[config.mk]
export PLATFORM = sky130hd
export DESIGN_NAME = parity_frame_tx
export DESIGN_NICKNAME = d
export VERILOG_FILES = /design/src/rtl/parity_frame_tx.sv
export SDC_FILE = /design/constraint.sdc
export NUM_CORES = 1
export LEC_CHECK = 0
export BUFFER_PORTS_ARGS = -buffer_cell sky130_fd_sc_hd__buf_4
export CAP_MARGIN = 20
export CORE_MARGIN = 2
export CORE_UTILIZATION = 53
export CTS_CLUSTER_DIAMETER = 200
export DETAILED_ROUTE_END_ITERATION = 8
export PLACE_DENSITY = 0.75
export SYNTH_ARGS = -nofsm -noshare
export SYNTH_HDL_FRONTEND = slang
export SYNTH_SLANG_ARGS = --single-unit
[constraint.sdc]
create_clock -name clk -period 1.6 [get_ports clk]
set_input_delay 0.16 -clock clk [delete_from_list [all_inputs] [get_ports clk]]
set_output_delay 0.16 -clock clk [all_outputs]
set_load 0.05 [all_outputs]
[src/rtl/parity_frame_tx.sv]
// +----------------------------------------------------------------------------+
// | parity_frame_tx: serialises a framed word (start, data LSB-first, parity,  |
// | stop) after a valid/ready accept, one bit per clock.    Revision: 1.0      |
// +----------------------------------------------------------------------------+
`default_nettype none

module parity_frame_tx #(
  parameter int DATA_W = 7,
  parameter int ODD    = 0
) (
  input  logic              clk,
  input  logic              rst_n,
  input  logic [DATA_W-1:0] in_data,
  input  logic              in_valid,
  output logic              in_ready,
  output logic              tx_bit,
  output logic              tx_busy,
  output logic              frame_done
);

  localparam int                CNT_W    = (DATA_W > 1) ? $clog2(DATA_W) : 1;
  localparam logic [CNT_W-1:0]  LAST_BIT = CNT_W'(DATA_W - 1);
  localparam logic              ODD_BIT  = (ODD != 0);

  typedef enum logic [2:0] {
    IDLE   = 3'd0,
    START  = 3'd1,
    DATA   = 3'd2,
    PARITY = 3'd3,
    STOP   = 3'd4
  } state_t;

  state_t            state_q, state_d;
  logic [CNT_W-1:0]  cnt_q, cnt_d;
  logic [DATA_W-1:0] shift_q, shift_d;
  logic              parity_q, parity_d;
  logic              tx_bit_q, tx_bit_d;
  logic              tx_busy_q, tx_busy_d;
  logic              frame_done_q, frame_done_d;
  logic [DATA_W-1:0] shifted;
  logic              accept;

  assign in_ready = rst_n & ((state_q == IDLE) | (state_q == STOP));
  assign accept   = in_valid & in_ready;
  assign shifted  = shift_q >> 1;

  // Outputs are computed for the state being entered, so they appear one
  // cycle after the edge that makes the transition.
  always_comb begin
    state_d      = state_q;
    cnt_d        = cnt_q;
    shift_d      = shift_q;
    parity_d     = parity_q;
    tx_bit_d     = 1'b1;
    tx_busy_d    = 1'b0;
    frame_done_d = 1'b0;

    case (state_q)
      IDLE: ;
      START: begin
        state_d   = DATA;
        cnt_d     = '0;
        tx_bit_d  = shift_q[0];
        tx_busy_d = 1'b1;
      end
      DATA: begin
        tx_busy_d = 1'b1;
        if (cnt_q == LAST_BIT) begin
          state_d  = PARITY;
          tx_bit_d = parity_q;
        end else begin
          cnt_d    = cnt_q + 1'b1;
          shift_d  = shifted;
          tx_bit_d = shifted[0];
        end
      end
      PARITY: begin
        state_d      = STOP;
        tx_busy_d    = 1'b1;
        frame_done_d = 1'b1;
      end
      STOP:    state_d = IDLE;
      default: state_d = IDLE;
    endcase

    // Accept is only possible in IDLE or STOP; STOP chains straight into START.
    if (accept) begin
      state_d   = START;
      shift_d   = in_data;
      parity_d  = (^in_data) ^ ODD_BIT;
      tx_bit_d  = 1'b0;
      tx_busy_d = 1'b1;
    end
  end

  always_ff @(posedge clk) begin
    if (!rst_n) begin
      state_q      <= IDLE;
      cnt_q        <= '0;
      shift_q      <= '0;
      parity_q     <= 1'b0;
      tx_bit_q     <= 1'b1;
      tx_busy_q    <= 1'b0;
      frame_done_q <= 1'b0;
    end else begin
      state_q      <= state_d;
      cnt_q        <= cnt_d;
      shift_q      <= shift_d;
      parity_q     <= parity_d;
      tx_bit_q     <= tx_bit_d;
      tx_busy_q    <= tx_busy_d;
      frame_done_q <= frame_done_d;
    end
  end

  assign tx_bit     = tx_bit_q;
  assign tx_busy    = tx_busy_q;
  assign frame_done = frame_done_q;

endmodule

`default_nettype wire
* Word-level counts from Yosys, hierarchy flattened
Index checks and enable logic that the tools add are counted.
** Word-level totals
- Latch bits :: 0
- ROM bits :: 0
- Register bits :: 17
- Memory bits (writable) :: 0
- Logic and storage cells :: 48
- Output and inout port bits :: 4
- Memories :: 0
** Operators by class
- Bitwise gates (word level) :: 5
- $lt $le $gt $ge :: 0
- Reductions and logical operators :: 10
- $add $sub $neg :: 1
- Multipliers :: 0
- Eq/ne operators :: 10
- Shifts and indexed selects :: 0
- Muxes and demuxes :: 14
- Div/mod/pow operators :: 0
** Operators by type and width (number)
- $mux 7 :: 3
- $pmux 3 s4 :: 1
- $ne 2x2->1 const B :: 4
- $reduce_and 2->1 :: 4
- $reduce_xor 7->1 :: 1
- $eq 3x2->1 const B :: 2
- $eq 3x3->1 const B :: 2
- $mux 1 :: 6
- $mux 3 :: 2
- $pmux 3 s2 :: 1
- $reduce_bool 2->1 :: 2
- $add 3x1->3 const B :: 1
- $eq 3x1->1 const B :: 1
- $logic_not 3->1 :: 1
- $ne 3x3->1 const B :: 1
- $reduce_or 3->1 :: 1
- $and 1x1->1 :: 2
- $not 1->1 :: 2
- $pmux 1 s2 :: 1
- $reduce_or 2->1 :: 1
- $or 1x1->1 :: 1

* Depth between registers and ports, before layout
Gate-level depths: netlist of the first run.
- Depth after elaboration :: 6
- Mapped depth :: 6

* Worst setup path after synthesis of the first run
No wires, ideal clock.
- Path type :: register -> output
- Start :: register state_q[1]
- End :: output port in_ready
- Arrival :: 1.587 ns
- Data required time :: 1.440 ns
- Setup slack :: -0.147 ns
- Stages on the path, launching flop included :: 3
- Cells stage by stage :: dfxtp_1 buf_2 nor3b_1
** On the way
- Cells in the longest elaborated chain, start to end :: 3
- Elaborated cells between the ends (all ways) :: 4
- Classes of those cells :: 1 x eq/ne; 2 x bitwise; 1 x reduce/logical
** RTL lines
- start: declaration :: line 33 : state_t state_q, state_d;
- start signal: assignment :: line 106 : state_q <= state_d;
- $eq 3x3->1 or $logic_not 3->1 (tied branches) :: line 43 : assign in_ready = rst_n & ((state_q == IDLE) | (state_q == STOP));
- $or 1x1->1 (*) :: line 43
- $and 1x1->1 (*) :: line 43
- end: declaration :: line 15 : output logic in_ready,
Mark *: on every way between the ends. The rest lies on a longest branch, timed or not.

* Worst setup path after layout of the first run
- Start :: register cnt_q[0]
- End :: register cnt_q[1]
** On the way
- Cells in the longest elaborated chain, start to end :: 3
- Elaborated cells between the ends (all ways) :: 6
- Classes of those cells :: 1 x add/sub; 2 x eq/ne; 2 x mux; 1 x reduce/logical
** RTL lines
- start: declaration :: line 34 : logic [CNT_W-1:0] cnt_q, cnt_d;
- start signal: assignment :: line 107 : cnt_q <= cnt_d;
- $add 3x1->3 or $eq 3x3->1 (tied branches) :: line 72, 68
- $mux 3 or $ne 2x2->1 (tied branches)
- $pmux 3 s2 or $reduce_and 2->1 (tied branches)
Parallel ways exist; a longest one is shown, timed or not. The select of a mux whose other input is x is not followed.
A chain may end at the register's enable or synchronous reset.

==> reports/qor.yml, run 1 <==
outcome: "finished clean"
worst_pin_slew_ps: 461.6
n_antenna_cell: 0
max-cap-violations: 0
critPathMaxStageDelay_ps: 390
nNetsFinal: 118
first_pass_iters: 4
end_kind: "flop"
gr-usage-all-layers_pct: 20.70
skew_ps: 4.634
cts.sinks: 17
fmax_mhz: 672.6
cts_tree: "yes"
fin_tns_setup_ps: 0
worst-path-buf-inv: 1
cts-root-buf: "clkbuf_4"
holdBufCountCts: 0
drive_gt1_share_pct: 20.95
viasPerCell: 6.074
postLayoutCoreUtil_pct: 65.04
cp_data_required_time_ps: 1830
seq_area_frac_synth_pct: 41.03
critical_path_class: "flop to flop"
synth_warnings: 0
die_area_sq_um: 1897
finalSetupViolations: 0
path_cells: "inv_1 > ha_1 > and2_1 > or3_1 > a21boi_1"
htreeDepth: 1
io_buffers: 13
clock_path_buffers: 2
cp_top_family: "simple AND/OR/NAND/NOR gates"
setup_slack_ps: 113.2
rsz0062_at_grt: "false"
final_area_sq_um: 968.4
layout_common_cells: "o21ai_0, dfxtp_1, buf_4"
std_cell_rows: 14
ctsResizeCount: 0
grt_max_degree: 16
slew_headroom_pct: 69.09
arrival_ps: 1720
clkSlewWorstSetupHoldPaths_ps: 100
synth_top_area_share_pct: 41.03
leakage_nw: 0.3748
dpl_cell_area_sq_um: 942.2
cp_max_fo: 11
synthCells: 91
post_cts_buffers: 0
critPathLaunchType: "flop"
die_width_um: 43.56
antenna_found_initial: 0
num_vias: 735
ir_worst_vdd_v: 0.0006252
drc: 0
yosysUniqueCellTypes: 30
dp_hpwl_mm: 1.242
drtAntennaViolNets: 0
wirelength_mm: 1.719
fin_crit_sh_pct: 92.93
synth_largest_area_cell: "dfxtp_1"
avgSynthCellArea_sq_um: 9.116
areaGrowthSynthToFinish_pct: 16.74
initial_core_util_pct: 55.71
drt_iter0_markers: 29
fp.dieH_um: 43.56
wire_per_inst_um: 14.21
core_area_sq_um: 1489
grt_pass1_vias: 672
gp_congestion: 0.7966
powerDensity_nw_per_um2: 908.1
synthTopCellsByArea: "dfxtp_1, o21ai_0, xnor3_1"
hp-class: "primary input to flop"
grt_pass1_wl_mm: 2.884
slew_viol_final: 0
synth_fp_nets: 103
cts_made_buffers: 3
pin_count: 14
post-route-min-period_ps: 1487
gr-total-overflow: 0
hold_violations: 0
clock_latency_ps: 290
slowest_stage: "or3_1"
synth_area_sq_um: 829.5
place_ws_ps: 157.2
fillCellCount: 123
synth_seq_cells: 17
-- final timing paths --
kind	start	to	slack, ps	depth (start not counted)
worst max register to register	cnt_q[0]	cnt_q[1]	110	5
worst min-delay path	in_valid	tx_busy	110	2
worst min register to register	shift_q[1]	shift_q[1]	480	2
worst max-delay path	cnt_q[0]	cnt_q[1]	110	5
-- routing by layer --
| metal | global-route usage (%) | routed length, um | share of wire [%] | up-vias |
|---|---|---|---|---|
| li1 | - | - | - | 365 |
| met1 | 25.78 | 786 | 46 | 340 |
| met2 | 32.65 | 796 | 46 | 26 |
| met3 | 5.417 | 100 | 5.8 | 4 |
| met4 | 10.91 | 36 | 2.1 | 0 |
| met5 | 0 | 0 | 0 | - |
-- cells in the mapped netlist --
master     count
a21boi_0       1
a21boi_1       1
a21oi_1        8
a31oi_1        7
a41oi_1        1
and2_1         1
and4bb_2       1
buf_2          2
buf_6          1
clkbuf_1       3
dfxtp_1       17
ha_1           2
inv_1          3
nand2_1        3
nand2b_1       3
nand3_1        3
nand4bb_1      1
nor2_1         2
nor3b_1        1
nor3b_2        1
o211ai_1       1
o21ai_0       17
o221ai_1       1
o311a_1        1
o31ai_1        2
or3_1          2
or3b_1         1
xnor2_1        1
xnor3_1        2
xor2_1         1
-- logic make-up after synthesis --
family	count (synthesis)	share of synthesized area, %
adder cells (fa/ha/maj)	2	3.016
AO/OA/AOI/OAI	40	28.21
flip-flops	17	41.03
XOR/XNOR	4	7.541
AND/OR/NAND/NOR	19	14.93
buffers and inverters	9	5.279
-- power by group --
group	switching, W	leakage, nW	internal (W)
Clock	0.000132	0.0150	0.0000970
Combinational	0.0000996	0.221	0.0000844
Sequential	0.0000140	0.139	0.000452
-- flip-flops by register name, indices dropped and copies added (netlist names) --
| register | flops |
|---|---|
| shift_q | 7 |
| cnt_q | 3 |
| state_q | 3 |
| frame_done | 1 |
| parity_q | 1 |
| tx_bit | 1 |
| tx_busy | 1 |
-- stage by stage --
step	hold WS [ps]	cells	total power (W)
5_1_grt	128.0	121	0.0009205
4_1_cts	117.6	121	0.0008820
2_1_floorplan	305.0	91	0.0006024
3_3_place_gp	415.0	117	0.0006579
3_5_place_dp	417.1	117	0.0006605
6_report	114.8	121	0.0008794
-- final cells by class --
cell class	instances	area, sq um	share of cell area, %
clock buffers	4	26.28	2.713
inverters	3	11.26	1.163
multi-input cells	65	450.4	46.51
flip-flops and latches	17	340.3	35.14
well taps	16	20.02	2.067
repair buffers	16	120.1	12.40
No activity file was read; power rests on OpenSTA's default activity.
==> run 2: changes to the inputs <==
--- a/config.mk
+++ b/config.mk
@@ -12,6 +12,7 @@
 export CTS_CLUSTER_DIAMETER = 200
 export DETAILED_ROUTE_END_ITERATION = 8
 export PLACE_DENSITY = 0.75
+export RECOVER_POWER = 25
 export SYNTH_ARGS = -nofsm -noshare
 export SYNTH_HDL_FRONTEND = slang
 export SYNTH_SLANG_ARGS = --single-unit
==> reports/qor.yml, run 2 (synthesized netlist as in run 1, its figures left out) <==
layout_common_cells: "o21ai_0, dfxtp_1, buf_4"  # unchanged
std_cell_rows: 14  # unchanged
final_area_sq_um: 964.7  # was 968.4 sq um
clock_path_buffers: 2  # unchanged
clock_latency_ps: 290  # about the same
max-cap-violations: 0  # unchanged
fmax_mhz: 672.6  # unchanged
initial_core_util_pct: 55.71  # unchanged
reg_top3: "shift_q x7, cnt_q x3, state_q x3"  # unchanged
io_buffers: 13  # unchanged
drt_iter0_markers: 29  # unchanged
htreeDepth: 1  # unchanged
finalSetupViolations: 0  # unchanged
wire_per_inst_um: 14.26  # was 14.21 um
cts.sinks: 17  # unchanged
gr-usage-all-layers_pct: 20.70  # unchanged
powerDensity_nw_per_um2: 909.9  # was 908.1 nW/um^2
cts-root-buf: "clkbuf_4"  # unchanged
grt_max_degree: 16  # unchanged
fin_crit_sh_pct: 92.93  # unchanged
cp_top_family: "simple AND/OR/NAND/NOR gates"  # unchanged
gr-total-overflow: 0  # unchanged
postLayoutCoreUtil_pct: 64.79  # was 65.04%
cp_data_required_time_ps: 1830  # about the same
first_pass_iters: 4  # unchanged
fin_hold_ws_ps: 114.8  # about the same
rrSetupSlack_ps: 110  # about the same
areaGrowthSynthToFinish_pct: 16.29  # was 16.74%
hold_start: "in_valid"  # unchanged
critPathMaxStageDelay_ps: 390  # about the same
grt_pass1_vias: 672  # unchanged
crit_cells: 5  # unchanged
fp.dieH_um: 43.56  # unchanged
pin_count: 14  # unchanged
outcome: "finished clean"  # unchanged
grt_pass1_wl_mm: 2.884  # unchanged
die_width_um: 43.56  # unchanged
critPathLaunchType: "flop"  # unchanged
cp_max_fo: 11  # unchanged
r2r-end: "cnt_q[1]"  # unchanged
holdBufCountCts: 0  # unchanged
gp_congestion: 0.7966  # unchanged
leakage_nw: 0.3709  # was 0.3748 nW
worst-path-buf-inv: 1  # unchanged
reg2reg_depth: 5  # unchanged
num_vias: 737  # was 735
dpl_cell_area_sq_um: 942.2  # unchanged
skew_ps: 4.634  # unchanged
critical_path_class: "flop to flop"  # unchanged
endpoint: "cnt_q[1]"  # unchanged
regMostFlops: "shift_q"  # unchanged
startpoint: "cnt_q[0]"  # unchanged
ctsResizeCount: 0  # unchanged
p_comb_share_pct: 20.8  # was 20.9%
nNetsFinal: 118  # unchanged
end_kind: "flop"  # unchanged
drtAntennaViolNets: 0  # unchanged
power.switching_w: 0.0002459  # was 0.0002458 W
dp_hpwl_mm: 1.242  # unchanged
wirelength_mm: 1.726  # was 1.719 mm
intPower_w: 0.0006318  # was 0.0006336 W
slowest_stage: "or3_1"  # unchanged
hp-class: "primary input to flop"  # unchanged
clkSlewWorstSetupHoldPaths_ps: 100  # about the same
drc: 0  # unchanged
fin_tns_setup_ps: 0  # unchanged
viasPerCell: 6.091  # was 6.074
cts_tree: "yes"  # unchanged
slew_headroom_pct: 61.06  # was 69.09%
slew_viol_final: 0  # unchanged
rr_startpoint: "cnt_q[0]"  # unchanged
swShare_pct: 28.02  # was 27.95%
power_frac_clock_pct: 26.1  # about the same
path_cells: "inv_1 > ha_1 > and2_1 > or3_1 > a21boi_1"  # unchanged
post-route-min-period_ps: 1487  # unchanged
worst_pin_slew_ps: 586.6  # was 461.6 ps
n_antenna_cell: 0  # unchanged
cts_made_buffers: 3  # unchanged
largest_register_ff_count: 7  # unchanged
ir_worst_vdd_v: 0.0006252  # about the same
drive_gt1_share_pct: 20.00  # was 20.95%
arrival_ps: 1720  # about the same
hold_violations: 0  # unchanged
antenna_found_initial: 0  # unchanged
rsz0062_at_grt: "false"  # unchanged
post_cts_buffers: 0  # unchanged
p_seq_share_pct: 53.1  # was 53.0%
core_area_sq_um: 1489  # unchanged
die_area_sq_um: 1897  # unchanged
[run 2: worst min path at each step]
stage	end	slack [ps]	cells after the start
after floorplan	tx_busy	300	1
after detailed placement	tx_busy	420	2
final	tx_busy	110	2
after CTS	tx_busy	120	2
after global routing	tx_busy	130	2
after global placement	tx_busy	410	2
[run 2: power by group through the flow]
stage | Sequential [W] | Clock, W | Combinational, W
2_1_floorplan | 0.000491 | 0 | 0.000111
3_3_place_gp | 0.000475 | 0 | 0.000183
3_5_place_dp | 0.000476 | 0 | 0.000185
4_1_cts | 0.000466 | 0.000231 | 0.000185
5_1_grt | 0.000468 | 0.000250 | 0.000200
6_report | 0.000466 | 0.000229 | 0.000182
[run 2: layout make-up]
cell class | instances | area [sq um]
sequential | 17 | 340.3
fill | 123 | 524.3
clock buffer | 4 | 26.28
multi-input combinational | 65 | 450.4
timing repair buffer | 16 | 116.4
tap | 16 | 20.02
inverter | 3 | 11.26
[run 2: stage by stage]
stage          instances  setup slack (ps)   power, W
2_1_floorplan         91             259.3  0.0006024
3_3_place_gp         117             220.8  0.0006579
3_5_place_dp         117             157.2  0.0006605
4_1_cts              121             130.6  0.0008820
5_1_grt              121             38.00  0.0009186
6_report             121             113.2  0.0008777
[run 2: metal layers]
metal / track usage, % / up-vias / wire (um)
met5: 0 / - / 0
met1: 25.78 / 342 / 787
li1: - / 365 / -
met3: 5.417 / 4 / 101
met2: 32.65 / 26 / 800
met4: 10.91 / 0 / 36
